===== config.mk =====
export PLATFORM = sky130hd
export DESIGN_NAME = lpm_lookup_arbiter
export DESIGN_NICKNAME = d
export VERILOG_FILES = /design/src/rtl/lpm_arb_pkg.sv /design/src/rtl/lpm_lookup_arbiter_rr_arbiter.sv /design/src/rtl/lpm_lookup_arbiter.sv
export SDC_FILE = /design/constraint.sdc
export NUM_CORES = 1
export LEC_CHECK = 0
export ABC_AREA = 1
export ABC_CLOCK_PERIOD_IN_PS = 4450
export CAP_MARGIN = 40
export CELL_PAD_IN_SITES_DETAIL_PLACEMENT = 0
export CELL_PAD_IN_SITES_GLOBAL_PLACEMENT = 1
export CORE_UTILIZATION = 33
export CTS_BUF_LIST = sky130_fd_sc_hd__clkbuf_16
export CTS_CLUSTER_SIZE = 28
export DETAILED_ROUTE_END_ITERATION = 8
export PLACE_DENSITY_LB_ADDON = 0.3
export SLEW_MARGIN = 20
export SYNTH_ARGS = -nofsm -noshare
export SYNTH_HDL_FRONTEND = slang
export SYNTH_SLANG_ARGS = --single-unit

===== constraint.sdc =====
create_clock -name clk -period 4.45 [get_ports clk]
set_input_delay 0.445 -clock clk [delete_from_list [all_inputs] [get_ports clk]]
set_output_delay 0.445 -clock clk [all_outputs]
set_load 0.05 [all_outputs]

===== src/rtl/lpm_arb_pkg.sv =====
// Shared definitions for the LPM lookup arbiter: one-hot FSM encodings,
// the miss next-hop value and the statistics counter width.
package lpm_arb_pkg;

  localparam int          STAT_W       = 32;
  localparam logic [31:0] MISS_NEXTHOP = 32'hffff_ffff;

  typedef enum logic [4:0] {
    ST_IDLE      = 5'b00001,
    ST_ISSUE     = 5'b00010,
    ST_WAIT_DONE = 5'b00100,
    ST_RESPOND   = 5'b01000,
    ST_DRAIN     = 5'b10000
  } state_t;

endpackage


===== src/rtl/lpm_lookup_arbiter_rr_arbiter.sv =====
// Combinational round-robin pick: first requester set at or after ptr+1,
// wrapping modulo NUM_REQ.
module rr_arbiter #(
  parameter int NUM_REQ = 4,
  parameter int REQ_W   = 2
) (
  input  logic [NUM_REQ-1:0] req,
  input  logic [REQ_W-1:0]   ptr,
  output logic [NUM_REQ-1:0] grant,
  output logic [REQ_W-1:0]   grant_idx,
  output logic               any
);

  logic [REQ_W-1:0] idx;

  always_comb begin
    grant     = '0;
    grant_idx = '0;
    any       = 1'b0;
    idx       = '0;
    for (int k = 1; k <= NUM_REQ; k++) begin
      idx = REQ_W'((int'(ptr) + k) % NUM_REQ);
      if (!any && req[idx]) begin
        any        = 1'b1;
        grant[idx] = 1'b1;
        grant_idx  = idx;
      end
    end
  end

endmodule


===== src/rtl/lpm_lookup_arbiter.sv =====
// Shares one lpm_lookup engine among NUM_REQ header parsers with round-robin
// grant and one lookup in flight. Optional watchdog: define LPM_ARB_TIMEOUT_EN.
module lpm_lookup_arbiter
  import lpm_arb_pkg::*;
#(
  parameter int NUM_REQ     = 4,
  parameter int REQ_W       = 2,
  parameter int TIMEOUT_CYC = 256
) (
  input  logic                  clk,
  input  logic                  reset,
  input  logic [NUM_REQ-1:0]    req_valid,
  input  logic [32*NUM_REQ-1:0] req_ip,
  output logic [NUM_REQ-1:0]    req_ready,
  output logic [NUM_REQ-1:0]    rsp_valid,
  output logic [15:0]           rsp_port,
  output logic [31:0]           rsp_nexthop_ip,
  output logic                  lpm_lookup_req,
  output logic [31:0]           lpm_search_ip,
  input  logic                  lpm_lookup_done,
  input  logic [31:0]           lpm_nexthop_ip,
  input  logic [15:0]           lpm_port,
  output logic [STAT_W-1:0]     stat_lookups,
  output logic [STAT_W-1:0]     stat_misses,
  input  logic                  stat_clear
);

  function automatic logic [STAT_W-1:0] sat_inc(input logic [STAT_W-1:0] v);
    return (v == '1) ? v : v + 1'b1;
  endfunction

  state_t               state;
  logic [REQ_W-1:0]     ptr;
  logic [NUM_REQ-1:0]   gsel;
  logic [NUM_REQ-1:0]   grant;
  logic [REQ_W-1:0]     grant_idx;
  logic                 any;
  logic                 accept;
  logic                 miss;

  rr_arbiter #(
    .NUM_REQ (NUM_REQ),
    .REQ_W   (REQ_W)
  ) u_rr (
    .req       (req_valid),
    .ptr       (ptr),
    .grant     (grant),
    .grant_idx (grant_idx),
    .any       (any)
  );

  assign accept = (state == ST_IDLE) && any;
  assign miss   = (state == ST_RESPOND) && (rsp_port == 16'h0000);

`ifdef LPM_ARB_TIMEOUT_EN
  localparam int WD_W = $clog2(TIMEOUT_CYC + 1);
  logic [WD_W-1:0] wd_cnt;
  logic            timed_out;
`else
  wire unused_timeout = (TIMEOUT_CYC > 0);
`endif

  always_ff @(posedge clk) begin
    if (reset) begin
      state          <= ST_IDLE;
      ptr            <= REQ_W'(NUM_REQ - 1);
      gsel           <= '0;
      req_ready      <= '0;
      rsp_valid      <= '0;
      rsp_port       <= '0;
      rsp_nexthop_ip <= MISS_NEXTHOP;
      lpm_lookup_req <= 1'b0;
      lpm_search_ip  <= '0;
      stat_lookups   <= '0;
      stat_misses    <= '0;
`ifdef LPM_ARB_TIMEOUT_EN
      wd_cnt         <= '0;
      timed_out      <= 1'b0;
`endif
    end else begin
      req_ready      <= '0;
      rsp_valid      <= '0;
      lpm_lookup_req <= 1'b0;

      // Clear has priority over a coincident increment.
      if (stat_clear)  stat_lookups <= '0;
      else if (accept) stat_lookups <= sat_inc(stat_lookups);
      if (stat_clear)  stat_misses  <= '0;
      else if (miss)   stat_misses  <= sat_inc(stat_misses);

      case (state)
        ST_IDLE: begin
          if (any) begin
            req_ready     <= grant;
            gsel          <= grant;
            ptr           <= grant_idx;
            lpm_search_ip <= req_ip[32*grant_idx +: 32];
            state         <= ST_ISSUE;
          end
        end
        ST_ISSUE: begin
          lpm_lookup_req <= 1'b1;
          state          <= ST_WAIT_DONE;
`ifdef LPM_ARB_TIMEOUT_EN
          wd_cnt         <= '0;
          timed_out      <= 1'b0;
`endif
        end
        ST_WAIT_DONE: begin
          if (lpm_lookup_done) begin
            rsp_port       <= lpm_port;
            rsp_nexthop_ip <= lpm_nexthop_ip;
            rsp_valid      <= gsel;
            state          <= ST_RESPOND;
          end
`ifdef LPM_ARB_TIMEOUT_EN
          else if (wd_cnt == WD_W'(TIMEOUT_CYC - 1)) begin
            rsp_port       <= '0;
            rsp_nexthop_ip <= MISS_NEXTHOP;
            rsp_valid      <= gsel;
            timed_out      <= 1'b1;
            state          <= ST_RESPOND;
          end else begin
            wd_cnt <= wd_cnt + 1'b1;
          end
`endif
        end
        ST_RESPOND: begin
`ifdef LPM_ARB_TIMEOUT_EN
          // A late done landing right here already ends the drain.
          if (timed_out && !lpm_lookup_done) state <= ST_DRAIN;
          else                               state <= ST_IDLE;
`else
          state <= ST_IDLE;
`endif
        end
`ifdef LPM_ARB_TIMEOUT_EN
        ST_DRAIN: begin
          if (lpm_lookup_done) state <= ST_IDLE;
        end
`endif
        default: state <= ST_IDLE;
      endcase
    end
  end

endmodule


==> flow_summary.yaml, run 1 <==
run_status:
  status: "finished clean"
detailed_routing:
  drtIter0Drc: 617
  wl_per_cell_um: 15.7
  postRouteAntennaNets: 0
  drc: 0
  drt_first_pass_iters: 5
  vias: 9942
  avgViaCountPerCell: 4.78
  routed_wl_um: 32600
clock_tree:
  cts_tree: "built"
  insertion_delay_ns: 0.44
  cts.repair.resized: 0
  numCtsBuffers: 17
  cts.htree.levels: 4
  cts_buffer_depth: 2
  clkTransAtPathRegs_ns: 0.08
  cts_root_buffer: "clkbuf_16"
  ctsHoldBuffers: 0
  clkSinkCount: 163
  post-cts-setup-buffers: 0
finish:
  drive_gt1_frac: 0.0668
  syn2layout_area_growth_pct: 45.6
  fin_cells: 2078
  n_antenna_cell: 0
  finalNetCount: 1887
grt:
  overflow: 0
  grt.total_usage: 0.228
  grt_pass1_vias: 9457
  grt_max_degree: 56
  grt_pass1_wl_um: 51100
  antenna_found_initial: 0
sta:
  fmax_mhz: 297
  final-setup-viol-count: 0
  fin_skew_ns: 0.0168
  worst_slew_pin_slew_ns: 0.762
  relSlewSlack: 0.491
  maxSlewViolCount: 0
  finalHoldViolCount: 0
  fin_crit_ns: 3.37
  min_period_over_period: 0.756
  setup_tns_ns: 0
  rsz0062_at_grt: "false"
floorplanning:
  top_level_ports: 337
  die_y_um: 169
  rows: 60
  initial_utilization: 0.340
  dieWidth_um: 169
  core_area_um2: 27200
  die_area_um2: 28700
worst_setup_path:
  path_buf_inv: 5
  cp-end-kind: "register"
  crit_chain: "inv_2, ha_1, inv_2, nand3_1, nand2_2, nand4_4, buf_4, nand3_2, buf_12, inv_2, o211ai_1, nand2_1"
  cp-start-kind: "register"
  required_ns: 4.83
  worst_ep_arrival_time_ns: 3.75
  cp_max_fo: 55
  slowest_stage: "dfxtp_1"
  path_common_cell: "inv_2"
  critical-path-max-stage-delay_ns: 0.59
  crit_family: "buffers and inverters"
  critPathKind: "reg2reg"
pwr:
  switching_share: 0.486
  power_mw: 6.98
  clkPwrFrac: 0.215
  powerDensity_nw_per_um2: 519
  power.internal_mw: 3.59
  vdd_drop_max_mv: 0.315
  power.share.sequential: 0.249
  p_comb_frac: 0.536
  p_leak_nw: 5.62
  p_sw_mw: 3.39
synth:
  yosys.area_share.simple: 0.407
  yosys.area_share.xor_xnor: 0.0483
  synth_warnings: 0
  synthMuxAreaShare: 0
  seq_area_frac_synth: 0.353
  synth_seq_cells: 163
  synth.distinct_cells: 41
  synthesis.nets: 1585
  syn_inst: 1391
  netlist_area_um2: 9240
  synth_fa_ha_area_frac: 0.0135
  synth_compound_area_frac: 0.0790
  avgSynthCellArea_um2: 6.64
  synth_top_family_by_area: "simple AND/OR/NAND/NOR gates"
placed_design:
  gp_congestion: 0.889
  io_buffers: 336
  dp_cells: 2046
  hpwl_um: 24500
job:
  cap_violations: 0
min_path:
  min-delay-path-class: "reg2reg"
## tightest hold or removal path: cells and delay by family, from the launching register on
family | cells | cell delay (ns)
flops | 1 | 0.30
simple gates | 2 | 0.11
## state kept, by name, summed over array words and instances (netlist names), 16 cells and up
| name | flops |
|---|---|
| lpm_search_ip | 32 |
| rsp_nexthop_ip | 32 |
| stat_lookups | 32 |
| stat_misses | 32 |
| rsp_port | 16 |
## routing by layer
metal / part of all wire / global-route usage / vias to the layer above
met2: 0.50 / 0.398 / 320
met5: 0 / 0 / -
met3: 0.059 / 0.0441 / 33
li1: - / - / 5041
met1: 0.42 / 0.281 / 4548
met4: 0.019 / 0.0670 / 0
## synthesized netlist by cell type, drive strengths merged
master | count | share of area
buf | 36 | 0.026
nand4 | 19 | 0.016
nand3b | 20 | 0.016
nand2 | 441 | 0.19
nand3 | 154 | 0.092
nor4 | 17 | 0.012
clkbuf | 27 | 0.011
o21ai | 36 | 0.020
o31ai | 1 | 0.00081
a21boi | 1 | 0.00081
nor3b | 1 | 0.00081
nor3 | 25 | 0.014
inv | 152 | 0.062
xnor2 | 15 | 0.014
or2 | 18 | 0.012
dfxtp | 163 | 0.35
o211ai | 19 | 0.015
nor2 | 127 | 0.055
a21oi | 73 | 0.042
ha | 10 | 0.014
xor2 | 36 | 0.034
## cell type report
class / count / area, um^2
clock buffer: 17 / 425
inverter: 152 / 573
multi-input combinational: 1013 / 5070
timing repair buffer: 346 / 3480
clock inverter: 15 / 169
tap: 372 / 465
sequential: 163 / 3260
fill: 2810 / 13700
## layout by cell type (no fill, tap or decap), drive strengths merged
cell type      netlist  routed
a21boi               1       1
a21oi               73      73
buf                 36      10
clkbuf              27      17
clkdlybuf4s50        0     336
clkinv               0       5
clkinvlp             0       4
dfxtp              163     163
ha                  10      10
inv                152     158
nand2              441     441
nand3              154     154
nand3b              20      20
nand4               19      19
nor2               127     127
nor3                25      25
nor3b                1       1
nor4                17      17
o211ai              19      19
o21ai               36      36
o31ai                1       1
or2                 18      18
xnor2               15      15
xor2                36      36
## power by group through the flow
stage / Clock [mW] / Sequential (mW) / Combinational (mW)
6_report: 1.50 / 1.74 / 3.74
5_1_grt: 1.58 / 1.75 / 4.18
4_1_cts: 1.54 / 1.74 / 3.80
3_5_place_dp: 0 / 1.77 / 3.79
3_3_place_gp: 0 / 1.77 / 3.75
2_1_floorplan: 0 / 2.19 / 2.41
## worst paths after layout
check	start	to	slack [ns]	cells after the start
worst max-delay path	ptr[1]	lpm_search_ip[25]	1.08	12
worst min register to register	gsel[1]	rsp_valid[1]	0.45	2
worst max register to register	ptr[1]	lpm_search_ip[25]	1.08	12
worst min-delay path	gsel[1]	rsp_valid[1]	0.45	2
## cell families (layout without fill, tap and decap cells)
logic type	count (synthesis)	in the layout
xor gates and xnor gates	51	51
buffers and inverters	215	530
adders and majority gates	10	10
AOI/OAI and AO/OA	130	130
and+or+nand+nor	822	822
DFF	163	163
## through the flow
step | setup slack, ns | utilization | hold WS [ns] | instance area (um^2)
after floorplan | 2.17 | - | 0.424 | 9240
after global placement | 1.20 | 0.471 | 0.439 | 12800
after detailed placement | 1.12 | 0.473 | 0.443 | 12900
after CTS | 1.10 | 0.495 | 0.455 | 13400
after global routing | 0.773 | 0.495 | 0.477 | 13400
final | 1.08 | 0.495 | 0.450 | 13400
(Power assumes the default switching activity.)
==> run 2: changes to the inputs <==
ABC_CLOCK_PERIOD_IN_PS = 3400   (was 4450)
CORE_UTILIZATION = 31   (was 33)
clock period = 3.4 ns   (was 4.45 ns; I/O delays follow)
==> flow_summary.yaml, run 2 (same netlist as run 1, synthesis figures left out) <==
run_status:
  status: "finished clean"
grt:
  antenna_found_initial: 3
  grt.total_usage: 0.219
  grt_pass1_wl_um: 52700
  grt_max_degree: 49
  grt_pass1_vias: 9593
  overflow: 0
clock_tree:
  post-cts-setup-buffers: 0
  cts.repair.resized: 0
  insertion_delay_ns: 0.44
  clkSinkCount: 163
  cts_buffer_depth: 2
  ctsHoldBuffers: 0
  cts_tree: "built"
  cts_root_buffer: "clkbuf_16"
  cts.htree.levels: 4
  numCtsBuffers: 17
  clkTransAtPathRegs_ns: 0.08
sta:
  fin_crit_ns: 2.98
  setup_tns_ns: 0
  final-setup-viol-count: 0
  relSlewSlack: 0.540
  maxSlewViolCount: 0
  worst_slew_pin_slew_ns: 0.688
  whs_ns: 0.451
  fmax_mhz: 336
  finalHoldViolCount: 0
  min_period_over_period: 0.876
  rsz0062_at_grt: "false"
  fin_ws_ns: 0.423
  fin_skew_ns: 0.0181
floorplanning:
  dieWidth_um: 175
  die_y_um: 175
  initial_utilization: 0.318
  top_level_ports: 337
  core_area_um2: 29000
  rows: 62
  die_area_um2: 30500
pwr:
  power.share.sequential: 0.244
  clkPwrFrac: 0.209
  power.internal_mw: 4.79
  vdd_drop_max_mv: 0.504
  power_mw: 9.29
  p_leak_nw: 5.67
  switching_share: 0.484
  p_comb_frac: 0.547
  p_sw_mw: 4.49
  powerDensity_nw_per_um2: 687
finish:
  finalNetCount: 1897
  drive_gt1_frac: 0.0723
  final_common_cell: "nand2_1"
  seq_area_um2: 3260
  final_cell_mix: "421 x nand2_1, 336 x clkdlybuf4s50_1, 163 x dfxtp_1"
  multi_input_area_um2: 5070
  n_antenna_cell: 0
  nFillCells: 3011
  syn2layout_area_growth_pct: 46.2
worst_setup_path:
  required_ns: 3.73
  cp_max_fo: 24
  cp-start-kind: "register"
  cp-end-kind: "register"
  worst_ep_arrival_time_ns: 3.31
  critPathKind: "reg2reg"
detailed_routing:
  drc: 0
  wl_per_cell_um: 15.8
  avgViaCountPerCell: 4.72
  vias: 9913
  routed_wl_um: 33200
  drt_first_pass_iters: 7
  postRouteAntennaNets: 0
  drtIter0Drc: 540
min_path:
  min-delay-path-class: "reg2reg"
placed_design:
  io_buffers: 336
  hpwl_um: 25600
  preCtsSetupSlack_ns: 0.425
  gp_congestion: 0.884
job:
  cap_violations: 0
-- run 2: routing by layer --
layer	vias up	GRT usage	share of wire
li1	5069	-	-
met1	4497	0.276	0.44
met2	308	0.379	0.49
met3	33	0.0503	0.059
met4	6	0.0478	0.014
met5	-	0	0.0011
-- run 2: layout make-up --
| type | instances | share of cell area |
|---|---|---|
| Clock inverter | 15 | 0.0117 |
| Clock buffer | 17 | 0.0315 |
| Sequential cell | 163 | 0.242 |
| Timing Repair Buffer | 356 | 0.262 |
| Inverter | 152 | 0.0424 |
| Multi-Input combinational cell | 1013 | 0.375 |
| Tap cell | 384 | 0.0356 |
-- run 2: critical path, stage by stage, from the launching register on --
cell and delay, ns:
dfxtp_1 0.57, inv_2 0.14, ha_1 0.45, inv_2 0.09
nand3_1 0.10, nand2_2 0.11, nand4_4 0.15, nand2_4 0.22
inv_2 0.34, nand2_2 0.21, nor2_2 0.25, nand3_1 0.11
nand2_1 0.09, nor2_1 0.04
-- run 2: power groups by stage --
| stage | combinational [mW] | clock, mW | sequential [mW] |
|---|---|---|---|
| 6_report | 5.08 | 1.94 | 2.26 |
| 3_3_place_gp | 5.13 | 0 | 2.30 |
| 3_5_place_dp | 5.14 | 0 | 2.31 |
| 5_1_grt | 5.63 | 2.07 | 2.29 |
| 2_1_floorplan | 3.15 | 0 | 2.87 |
| 4_1_cts | 5.15 | 2.00 | 2.27 |
-- run 2: path summary, 6_finish.rpt --
check                             start  slack, ns              end  cells past startpoint
worst max-delay path             ptr[1]       0.42  stat_lookups[6]                     13
worst min-delay path            gsel[0]       0.45     rsp_valid[0]                      2
worst max register to register   ptr[1]       0.42  stat_lookups[6]                     13
worst min register to register  gsel[0]       0.45     rsp_valid[0]                      2
-- run 2: through the flow --
| step | cells | utilization | area, um^2 |
|---|---|---|---|
| 5_1_grt | 2100 | 0.466 | 13500 |
| 6_report | 2100 | 0.466 | 13500 |
| 3_5_place_dp | 2068 | 0.445 | 12900 |
| 4_1_cts | 2100 | 0.466 | 13500 |
| 3_3_place_gp | 2067 | 0.445 | 12900 |
| 2_1_floorplan | 1391 | - | 9240 |
==> run 3: changes to the inputs <==
GPL_ROUTABILITY_DRIVEN = 0   (was not set)
==> flow_summary.yaml, run 3 (same netlist as run 1, synthesis figures left out) <==
clock_tree:
  cts.htree.levels: 4
  cts_root_buffer: "clkbuf_16"
  cts_buffer_depth: 2
  clkSinkCount: 163
  post-cts-setup-buffers: 0
  insertion_delay_ns: 0.44
  cts_tree: "built"
  numCtsBuffers: 17
  clkTransAtPathRegs_ns: 0.09
worst_setup_path:
  cp_max_fo: 24
  r2r-start: "ptr[1]"
  cp-start-kind: "register"
  ff2ff_setup_slack_ns: 0.43
  rr_endpoint: "stat_lookups[28]"
  worst_ep_arrival_time_ns: 3.32
  r2r_cells: 12
  required_ns: 3.76
  cp-end-kind: "register"
  critPathKind: "reg2reg"
sta:
  min_period_over_period: 0.873
  setup_tns_ns: 0
  maxSlewViolCount: 0
  whs_ns: 0.454
  rsz0062_at_grt: "false"
  relSlewSlack: 0.479
  fin_crit_ns: 2.97
  final-setup-viol-count: 0
  worst_slew_pin_slew_ns: 0.782
  fin_skew_ns: 0.0254
  fmax_mhz: 337
  finalHoldViolCount: 0
min_path:
  holdPathStages: 2
  min-delay-path-class: "reg2reg"
  hold_end: "rsp_valid[0]"
  min-delay-start: "gsel[0]"
floorplanning:
  die_y_um: 175
  core_area_um2: 29000
  rows: 62
  die_area_um2: 30500
  dieWidth_um: 175
  top_level_ports: 337
  initial_utilization: 0.318
finish:
  final_cell_mix: "421 x nand2_1, 336 x clkdlybuf4s50_1, 162 x dfxtp_1"
  nFillCells: 2990
  syn2layout_area_growth_pct: 46.3
  drive_gt1_frac: 0.0718
  final_common_cell: "nand2_1"
  finalNetCount: 1895
detailed_routing:
  avgViaCountPerCell: 4.70
  wl_per_cell_um: 15.5
  drtIter0Drc: 517
  drc: 0
  routed_wl_um: 32600
  vias: 9876
  postRouteAntennaNets: 0
  drt_first_pass_iters: 5
pwr:
  p_leak_nw: 5.67
  powerDensity_nw_per_um2: 684
  vdd_drop_max_mv: 0.655
grt:
  overflow: 0
  grt.total_usage: 0.215
  antenna_found_initial: 2
  grt_pass1_wl_um: 52000
  grt_pass1_vias: 9656
  grt_max_degree: 72
placed_design:
  io_buffers: 336
  hpwl_um: 25000
run_status:
  status: "finished clean"
job:
  cap_violations: 0
## run 3: power by group
part / internal [mW] / leakage [nW] / switching, mW
Sequential: 2.14 / 1.32 / 0.122
Combinational: 1.61 / 4.05 / 3.38
Clock: 1.00 / 0.296 / 0.978
## run 3: worst max-delay path by stage
stage	startpoint	endpoint	slack (ns)	cells past startpoint
2_1_floorplan	stat_lookups[1]	stat_lookups[20]	1.12	10
3_3_place_gp	ptr[1]	stat_lookups[30]	0.21	12
3_5_place_dp	ptr[1]	stat_lookups[28]	0.11	12
4_1_cts	ptr[1]	stat_lookups[28]	0.07	12
5_1_grt	ptr[1]	stat_lookups[20]	0.13	12
6_report	ptr[1]	stat_lookups[28]	0.43	12
## run 3: final cells by class
| cell class | instances | area [um^2] | area share |
|---|---|---|---|
| multi-input cells | 1013 | 5080 | 0.376 |
| diodes | 2 | 5.00 | 0.000370 |
| flip-flops and latches | 163 | 3260 | 0.241 |
| well taps | 384 | 480 | 0.0355 |
| repair buffers | 354 | 3510 | 0.260 |
| clock inverters | 15 | 181 | 0.0134 |
| inverters | 152 | 573 | 0.0424 |
| clock buffers | 17 | 425 | 0.0315 |
## run 3: layer usage
layer  global-route usage  routed length (um)  vias to the layer above
met5                    0                   0                        -
li1                     -                   -                     5061
met1                0.270               14400                     4479
met2                0.373               15700                      308
met4               0.0457                 391                        0
met3               0.0522                2100                       28
## run 3: stage by stage
stage | instance area (um^2) | util | worst slack (ns) | instances | power, mW
floorplan | 9240 | - | 1.12 | 1391 | 6.02
global placement | 12900 | 0.444 | 0.211 | 2065 | 7.33
detailed placement | 12900 | 0.444 | 0.110 | 2066 | 7.36
CTS | 13500 | 0.465 | 0.0719 | 2098 | 9.37
global route | 13500 | 0.466 | 0.133 | 2098 | 9.97
finish | 13500 | 0.466 | 0.431 | 2100 | 9.24
## run 3: repair_timing
item | 4_1_cts | 5_1_grt
hold buffers | 0 | 0
gates resized for setup | 0 | 2
setup endpoints to repair | 0 | 21
## run 3: critical path: stages, from the launching register on
cell and delay [ns]:
dfxtp_2 0.46, inv_2 0.11, ha_1 0.39, inv_2 0.13, nand3_1 0.09, nand2_2 0.14, nand4_4 0.33, nand2_8 0.32
inv_2 0.19, nand2_2 0.21, buf_4 0.27, nand2_1 0.07, a21oi_1 0.14
